File: config.mk
export PLATFORM = sky130hd
export DESIGN_NAME = outer_ebi_ctrl
export DESIGN_NICKNAME = d
export VERILOG_FILES = /design/src/rtl/ebi_pkg.sv /design/src/rtl/ebi_rr_arb2.sv /design/src/rtl/outer_ebi_ctrl.sv
export SDC_FILE = /design/constraint.sdc
export NUM_CORES = 1
export LEC_CHECK = 0
export CAP_MARGIN = 20
export CORE_AREA = 3 3 721 723
export CTS_CLUSTER_SIZE = 25
export DETAILED_ROUTE_END_ITERATION = 6
export DIE_AREA = 0 0 724 726
export GPL_ROUTABILITY_DRIVEN = 0
export GPL_TIMING_DRIVEN = 0
export PLACE_DENSITY_LB_ADDON = 0.25
export SYNTH_ARGS = -nofsm -noshare
export SYNTH_HDL_FRONTEND = slang
export SYNTH_SLANG_ARGS = --single-unit
File: constraint.sdc
create_clock -name clk -period 3.03 [get_ports clk]
set_input_delay 0.303 -clock clk [delete_from_list [all_inputs] [get_ports clk]]
set_output_delay 0.303 -clock clk [all_outputs]
set_load 0.005 [all_outputs]
File: src/rtl/ebi_pkg.sv
// ebi_pkg: opcodes, FSM state encoding and grant sources shared by the EBI controller and transceiver.
package ebi_pkg;

    typedef enum logic [3:0] {
        OP_RD_REQ   = 4'h0,
        OP_WR_REQ   = 4'h1,
        OP_WR_PTL   = 4'h2,
        OP_SNP_RSP  = 4'h3,
        OP_SNP_DATA = 4'h4,
        OP_SNP_REQ  = 4'h6,
        OP_RD_RESP  = 4'h7,
        OP_ACK      = 4'hF
    } opcode_e;

    typedef enum logic [2:0] {
        ST_IDLE,
        ST_RCV_HDR,
        ST_RCV,
        ST_RCV_LAST,
        ST_RCV_HOLD,
        ST_SEND_LOAD,
        ST_SEND,
        ST_TURN
    } state_e;

    typedef enum logic [1:0] {
        SRC_NONE,
        SRC_ACK,
        SRC_RD,
        SRC_SNP
    } src_e;

    // Received write requests must be acknowledged by an ACK send.
    function automatic logic is_write(input logic [3:0] op);
        return (op == OP_WR_REQ) || (op == OP_WR_PTL);
    endfunction

    function automatic logic [3:0] src_opcode(input src_e s);
        return (s == SRC_ACK) ? OP_ACK : (s == SRC_SNP) ? OP_SNP_REQ : OP_RD_RESP;
    endfunction

endpackage

File: src/rtl/ebi_rr_arb2.sv
// ebi_rr_arb2: two-way round-robin arbiter; priority moves away from a source only once its send completes.
module ebi_rr_arb2 (
    input  logic       clk,
    input  logic       rstn,
    input  logic [1:0] req,
    input  logic       done,
    input  logic       done_idx,
    output logic       gnt_valid,
    output logic       gnt_idx
);

    logic ptr_q, ptr_d;

    always_comb begin
        gnt_valid = |req;
        gnt_idx   = (req == 2'b11) ? ptr_q : req[1];
        ptr_d     = done ? ~done_idx : ptr_q;
    end

    always_ff @(posedge clk or negedge rstn) begin
        if (!rstn) ptr_q <= 1'b0;
        else       ptr_q <= ptr_d;
    end

endmodule

File: src/rtl/outer_ebi_ctrl.sv
// outer_ebi_ctrl: sequences the EBI transceiver between receiving transactions and sending
// read responses, snoop requests and write ACKs; receive always wins over a pending send.
module outer_ebi_ctrl
    import ebi_pkg::*;
#(
    parameter int EBI_WIDTH          = 16,
    parameter int RCV_TIMEOUT        = 255,
    parameter int SEND_BUFFER_LENGTH = 608
) (
    input  logic                          clk,
    input  logic                          rstn,
    input  logic                          trx_rcv_start,
    input  logic                          trx_rcv_done,
    input  logic                          trx_send_done,
    input  logic [3:0]                    rcv_opcode,
    output logic [3:0]                    opcode,
    output logic                          is_counter_reload,
    output logic                          is_counter_ena,
    output logic                          is_rd_rcv,
    output logic                          is_send_mode,
    input  logic                          rd_resp_valid,
    output logic                          rd_resp_ready,
    input  logic [SEND_BUFFER_LENGTH-1:0] rd_resp_data,
    input  logic                          snp_req_valid,
    output logic                          snp_req_ready,
    input  logic [SEND_BUFFER_LENGTH-1:0] snp_req_data,
    output logic [SEND_BUFFER_LENGTH-1:0] send_data,
    output logic                          rcv_valid,
    input  logic                          rcv_ready,
    output logic [3:0]                    rcv_type,
    output logic                          rcv_err
);

    localparam int TW = $clog2(RCV_TIMEOUT + 1);

    if (SEND_BUFFER_LENGTH % EBI_WIDTH != 0) begin : g_bad_width
        $error("SEND_BUFFER_LENGTH must be a multiple of EBI_WIDTH");
    end

    state_e                        state_q, state_d;
    src_e                          src_q, src_d;
    logic [TW-1:0]                 cnt_q, cnt_d;
    logic [3:0]                    rcv_type_q, rcv_type_d;
    logic [3:0]                    opcode_q, opcode_d;
    logic [SEND_BUFFER_LENGTH-1:0] send_data_q, send_data_d;
    logic                          ack_q, ack_d;
    logic                          gnt_valid, gnt_idx, arb_done;

    ebi_rr_arb2 u_arb (
        .clk       (clk),
        .rstn      (rstn),
        .req       ({snp_req_valid, rd_resp_valid}),
        .done      (arb_done),
        .done_idx  (src_q == SRC_SNP),
        .gnt_valid (gnt_valid),
        .gnt_idx   (gnt_idx)
    );

    always_comb begin
        state_d           = state_q;
        src_d             = src_q;
        cnt_d             = cnt_q;
        rcv_type_d        = rcv_type_q;
        opcode_d          = opcode_q;
        send_data_d       = send_data_q;
        ack_d             = ack_q;
        is_counter_reload = 1'b0;
        is_counter_ena    = 1'b0;
        is_rd_rcv         = 1'b0;
        is_send_mode      = 1'b0;
        rd_resp_ready     = 1'b0;
        snp_req_ready     = 1'b0;
        rcv_valid         = 1'b0;
        rcv_err           = 1'b0;
        arb_done          = 1'b0;
        case (state_q)
            ST_IDLE: begin
                if (trx_rcv_start) begin
                    state_d = ST_RCV_HDR;
                end else if (ack_q || gnt_valid) begin
                    // Payload and opcode are captured here and held until the send retires.
                    src_d       = ack_q ? SRC_ACK : (gnt_idx ? SRC_SNP : SRC_RD);
                    opcode_d    = src_opcode(src_d);
                    send_data_d = ack_q ? '0 : (gnt_idx ? snp_req_data : rd_resp_data);
                    state_d     = ST_SEND_LOAD;
                end
            end
            ST_RCV_HDR: begin
                is_counter_reload = 1'b1;
                rcv_type_d        = rcv_opcode;
                cnt_d             = '0;
                state_d           = ST_RCV;
            end
            ST_RCV: begin
                is_counter_ena = 1'b1;
                is_rd_rcv      = 1'b1;
                cnt_d          = cnt_q + TW'(1);
                if (trx_rcv_done) begin
                    state_d = ST_RCV_LAST;
                end else if (cnt_q == TW'(RCV_TIMEOUT)) begin
                    rcv_err = 1'b1;
                    state_d = ST_IDLE;
                end
            end
            ST_RCV_LAST: begin
                is_rd_rcv = 1'b1;
                state_d   = ST_RCV_HOLD;
            end
            ST_RCV_HOLD: begin
                rcv_valid = 1'b1;
                if (rcv_ready) begin
                    ack_d   = ack_q | is_write(rcv_type_q);
                    state_d = ST_IDLE;
                end
            end
            ST_SEND_LOAD: begin
                is_counter_reload = 1'b1;
                state_d           = ST_SEND;
            end
            ST_SEND: begin
                is_send_mode   = 1'b1;
                is_counter_ena = 1'b1;
                state_d        = trx_send_done ? ST_TURN : ST_SEND;
            end
            ST_TURN: begin
                rd_resp_ready = (src_q == SRC_RD);
                snp_req_ready = (src_q == SRC_SNP);
                arb_done      = (src_q == SRC_RD) || (src_q == SRC_SNP);
                ack_d         = ack_q && (src_q != SRC_ACK);
                state_d       = ST_IDLE;
            end
            default: state_d = ST_IDLE;
        endcase
    end

    always_ff @(posedge clk or negedge rstn) begin
        if (!rstn) begin
            state_q     <= ST_IDLE;
            src_q       <= SRC_NONE;
            cnt_q       <= '0;
            rcv_type_q  <= '0;
            opcode_q    <= '0;
            send_data_q <= '0;
            ack_q       <= 1'b0;
        end else begin
            state_q     <= state_d;
            src_q       <= src_d;
            cnt_q       <= cnt_d;
            rcv_type_q  <= rcv_type_d;
            opcode_q    <= opcode_d;
            send_data_q <= send_data_d;
            ack_q       <= ack_d;
        end
    end

    assign opcode    = opcode_q;
    assign send_data = send_data_q;
    assign rcv_type  = rcv_type_q;

endmodule
# After elaboration in Yosys (flattened, before gate mapping)

Index checks and enable logic that the tools add are counted.
Widths: inputs -> output; s select.

Register bits: 631
Bits in latches: 0
Bits in writable memories: 0
ROM bits: 0
Bits of input ports: 1228
Output and inout port bits: 624
Word-level logic and storage cells: 73
Memories: 0

Add/sub/neg operators: 1
Multipliers: 0
Divide/modulo/power cells: 0
Magnitude comparators: 0
Eq/ne operators: 19
Shift-type cells: 0
Muxes and demuxes: 28
Bitwise gates (word level): 3
Reduce and logical (&&, ||, !) cells: 14

Operators with widths:

| kind                | count |
|---|---|
| $mux 608            | 2 |
| $pmux 3 s8          | 1 |
| $mux 1              | 16 |
| $pmux 8 s2          | 1 |
| $mux 3              | 5 |
| $eq 3x3->1 const B  | 4 |
| $add 8x1->8 const B | 1 |
| $eq 2x2->1 const B  | 4 |
| $eq 8x8->1 const B  | 1 |
| $reduce_or 2->1     | 4 |
| $eq 3x2->1 const B  | 2 |
| $ne 3x3->1 const B  | 2 |
| $reduce_and 3->1    | 2 |
| $eq 4x1->1 const B  | 1 |
| $eq 4x2->1 const B  | 1 |
| $mux 4              | 1 |
| $reduce_bool 2->1   | 2 |
| $eq 3x1->1 const B  | 1 |
| $logic_not 3->1     | 1 |
| $logic_or 1x1->1    | 3 |
| $eq 2x1->1 const B  | 1 |
| $mux 2              | 1 |
| $ne 2x1->1 const B  | 1 |
| $ne 2x2->1 const B  | 1 |
| other kinds (5)     | 6 |

# Longest topological paths before layout

Word-level depth: 7
Gate-level depth with buffers: 10

# Cells and area by module

A second synthesis with hierarchy kept.

Cells, all modules: 2841
Area total of the unflattened synthesis: 30974.7 sq um

By module, submodules not included:

| module         | times used | cells each | area an instance (sq um) | sequential area each (sq um) |
|---|---|---|---|---|
| outer_ebi_ctrl | 1          | 2835       | 30923.4                  | 15740.1 |
| ebi_rr_arb2    | 1          | 6          | 51.3                     | 25.0 |

# Least setup slack after synthesis

OpenSTA, ideal clock, no wires.

Path kind: reg2reg
Start: register state_q[2]
End: register send_data_q[343] (netlist: send_data[343])
Setup time: 0.077 ns
Arrival: 2.193 ns
Data required time: 2.953 ns
Slack: 0.761 ns
Stages on the path, launching flop included: 11
Cell sequence: dfrtp_1 or2_1 buf_2 or4_1 clkbuf_1 or2_1 clkbuf_1 buf_6 buf_6 buf_6 o21ai_1

Word-level cells in the longest chain between the ends: 2

RTL lines:

| element                           | line                  | source |
|---|---|---|
| start: declaration                | outer_ebi_ctrl.sv:40  | `state_e state_q, state_d;` |
| start signal: assignment          | outer_ebi_ctrl.sv:146 | `state_q <= state_d;` |
| $logic_not 3->1                   | outer_ebi_ctrl.sv:76  | `case (state_q)` |
| $reduce_and 3->1 (no source line) | -                     |  |
| end signal: assignment            | outer_ebi_ctrl.sv:151 | `send_data_q <= send_data_d;` |
| end: declaration                  | outer_ebi_ctrl.sv:45  | `logic [SEND_BUFFER_LENGTH-1:0] send_data_q, send_data_d;` |

No other way between the ends.
A chain may end at the register's enable or synchronous reset.

# Worst setup path after layout

Start: register u_arb.ptr_q
End: register send_data_q[580] (netlist: send_data[580])

Word-level cells in the longest chain between the ends: 3

RTL lines:

| element                  | line                 | source |
|---|---|---|
| start: declaration       | ebi_rr_arb2.sv:12    | `logic ptr_q, ptr_d;` |
| start signal: assignment | ebi_rr_arb2.sv:22    | `else ptr_q <= ptr_d;` |
| $mux 1                   | ebi_rr_arb2.sv:16    | `gnt_idx = (req == 2'b11) ? ptr_q : req[1];` |
| $mux 608 (2 in series)   | outer_ebi_ctrl.sv:84 | `send_data_d = ack_q ? '0 : (gnt_idx ? snp_req_data : rd_resp_data);` |

No other way between the ends.

==> results.md <==
- Final period util: 100%
- Placed insts: 11400
- Final nets: 6077
- Unrepaired setup endpoints after global routing: yes
- CP top delay family: buffers and inverters
- Largest net degree at the start of global routing: 106
- PD cells: 789 nW/µm²
- Crit path capture type: flip-flop
- R2R Setup Slk: -0.008 ns
- Site Rows: ~260
- Maximum clock rate: 0.329 GHz
- All-layer global routing usage: 14.9%
- Hold_ws: ~0.12 ns
- Net switching power figure: 0.0192 W
- Clock Sinks: 630
- Initial antenna violation count: 452
- Total negative slack: -0.00752 ns
- CTS Buffer Depth: 4
- Via count: 33800
- Relative slew slack: about a third
- Vias in the first global route: roughly 33000
- Setup Buffers After CTS: 0
- Post-detail-place hpwl: 369000 µm
- Final worst slack: -0.00752 ns
- Antenna Violating Nets Remaining: 0
- Clock root buffer: clkbuf_16
- R2R depth: 7
- Pleak: 23.2 nW
- Worst EP arrival: 3.71 ns
- Post-route insts no fill: about 12000
- IO Port Bufs: about 1900
- Minimum clock period: about 3 ns
- Synthesized netlist net count: 3987
- Final setup vio count: 1
- H-tree Lvls: 3
- Hold EP: send_data[231]
- Sequential cell area: 15800 µm²
- Worst path most repeated cell: clkbuf_2
- WP buf/inv: 4
- DRC errors left: 0
- Later-pin clock latency in the skew report: 0.86 ns
- Worst Tran Pin Value: 1.03 ns
- Syn Area/Cell: 10.4 µm²
- Required time worst endpoint: 3.71 ns
- Crit-path max cell delay: a little under 0.8 ns
- Maximum VDD drop: about 0.4 mV
- CTS Buf Count: 97
- Main synth FF type: dfrtp_1
- Drt pass-1 iters: 5
- Warnings, synthesis: 0
- Crit-path max FO: 10
- RR Endpoint: send_data[580]
- Share of layout cells above drive strength 1: 5.94%
- Number of fill cells: roughly 59000
- Final Max Slew Viols: 0
- CTS tree: done
- Crit path kind: reg -> reg
- Grt ovf: 0
- Die span in x: 724 µm
- Worst Setup Start Kind: flip-flop
- DIE AREA: 526000 µm²
- WL/cell: 34.6 µm
- Count of unique library cells instantiated by Yosys: 36
- Final hold violations: 0
- Sequential Power Share: 29.7%
- Post-synth EDFFs: 0
- Post-synthesis cell area: between 20000 and 30000 µm²
- Vias per std cell: 2.86
- Slowest-stage cell, CP: mux2i_2
- Worst hold stages: 3
- Hold/Removal Path Class: in -> reg
- Post-synth ARST share: 100%
- Post-synthesis cell count: ~2800
- Max-cap violations: 0
- Sequential area share after synthesis: 54.9%
- Sw Ratio: between 30% and 40%
- Int Pwr: 0.0292 W
- Failing checks: setup timing
- Final wirelength: 409000 µm
- Power share of the clock group: approximately 24%
- Area growth syn-to-layout: 114%
- Placeable Area: 513000 µm²
- Starting DRT DRC Count: 2554
- Number of top-level pins: roughly 1900
- Initial Util: between 5 and 6%
- Die height: 726 µm
- Worst Skew: 0.0823 ns
- Combinational share of power: 46.1%
- Hold Path Origin: rd_resp_data[231]
- FF-to-FF Start: u_arb.ptr_q
- Number of synthesized register bits: 630
- Pre-CTS WS: -1.44 ns
- Outcome: complete, but fails checks
- First-pass GRT wire length: ~480000 µm
- Multi-input gate area: 12200 µm²
- Worst path cell trace: inv_1 > a21boi_0 > clkbuf_2 > clkbuf_2 > clkbuf_4 > mux2i_2 > o21ai_0
- Clock transition at the registers of the reported paths: 0.06 ns
[kinds of logic after synthesis]
logic type | Yosys count | synth area share (%)
buffers and inverters | 215 | 3.44
AO/OA/AOI/OAI | 644 | 11.3
XOR/XNOR | 1 | 0.0305
flip-flops | 630 | 54.9
AND/OR/NAND/NOR | 652 | 8.78
adder cells (fa/ha/maj) | 1 | 0.0436
multiplexers | 615 | 21.5
[synth_stat cells (2+ instances only)]
library cell  instances  area [µm²]
a32oi_1               2        17.5
mux2_2                5        56.3
nor3_1                6        30.0
buf_6                23         259
or4_1                 2        15.0
nor2b_1               4        25.0
nor3b_1               3        22.5
inv_1                 4        15.0
nand3_1               5        25.0
buf_2                 4        20.0
a21oi_1               5        25.0
and3_1                3        18.8
dfrtp_1             630       15800
a21o_1                2        15.0
mux2i_1             610        6110
o21ai_0             427        2140
nor2_1                9        33.8
clkbuf_1            182         683
or2_1                 2        12.5
and2_1                2        12.5
o21ai_1             200        1000
nand2_1             612        2300
a31oi_1               3        18.8
[layout by cell type (no fill, tap or decap), drive strengths merged, types with 2 or more instances in the layout]
cell type	n
clkdlybuf4s50	1849
dfrtp	630
o21ai	627
nand2	612
mux2i	610
clkbuf	313
diode	156
dlygate4sd3	116
buf	57
clkinv	19
nor2	9
bufinv	8
nor3	6
inv	6
nand3	5
a21oi	5
mux2	5
nor2b	4
clkinvlp	4
nor3b	3
and3	3
a31oi	3
and2	2
or2	2
a21o	2
a32oi	2
or4	2
[through the flow]
| step | cell area, µm² | utilization (%) | power [W] |
|---|---|---|---|
| after floorplan | 28700 | - | 0.0197 |
| after global placement | 55700 | 10.8 | 0.0368 |
| after detailed placement | 56200 | 11.0 | 0.0370 |
| after CTS | 60900 | 11.9 | 0.0497 |
| after global routing | 61200 | 11.9 | 0.0510 |
| final | 61300 | 12.0 | 0.0484 |
[registers in the layout, summed over array words and instances (netlist names)]
signal and count:
ack_q 1, cnt_q 8, opcode 3, rcv_type 4, send_data 608, src_q 2, state_q 3, u_arb.ptr_q 1
[what timing repair did]
| action | 4_1_cts | 5_1_grt |
|---|---|---|
| hold endpoints to repair | 303 | 0 |
| gates resized for setup | 98 | 23 |
| hold buffers | 117 | 0 |
| endpoints found under the setup margin | 610 | 138 |
[power by group through the flow]
stage	Clock [W]	Combinational, W	Sequential [W]
2_1_floorplan	0	0.00541	0.0143
3_3_place_gp	0	0.0224	0.0144
3_5_place_dp	0	0.0225	0.0145
4_1_cts	0.0124	0.0230	0.0144
5_1_grt	0.0125	0.0237	0.0148
6_report	0.0117	0.0223	0.0144
[worst reg2reg max path, cell delays in order, from the launching register on]
cell and delay (ns):
dfrtp_1 0.36, inv_1 0.04, a21boi_0 0.18, clkbuf_2 0.23
clkbuf_2 0.51, clkbuf_4 0.56, mux2i_2 0.87, o21ai_0 0.17
[routing by layer]
layer	GRT usage [%]	up-vias	routed length, µm
li1	-	14000	-
met3	9.46	911	57900
met1	15.7	16500	146000
met4	5.13	286	16700
met2	24.1	2133	187000
met5	0	-	1890
[layout make-up]
type	instances	share of cell area (%)
diodes	156	0.636
repair buffers	1993	32.9
clock inverters	33	0.726
inverters	4	0.0245
well taps	6757	13.8
plain buffers	209	1.83
multi-input cells	1913	19.9
clock buffers	134	4.41
flip-flops and latches	630	25.7
[worst max path at each step]
stage | cells past startpoint | slack [ns] | end | from
floorplan | 10 | 0.76 | send_data[343] | state_q[2]
global placement | 1 | -31.91 | send_data[93] | rstn
detailed placement | 7 | -1.44 | send_data[573] | snp_req_valid
CTS | 10 | -0.002 | send_data[447] | u_arb.ptr_q
global route | 7 | -0.03 | send_data[578] | u_arb.ptr_q
finish | 7 | -0.008 | send_data[580] | u_arb.ptr_q
No activity file was read; power rests on OpenSTA's default activity.
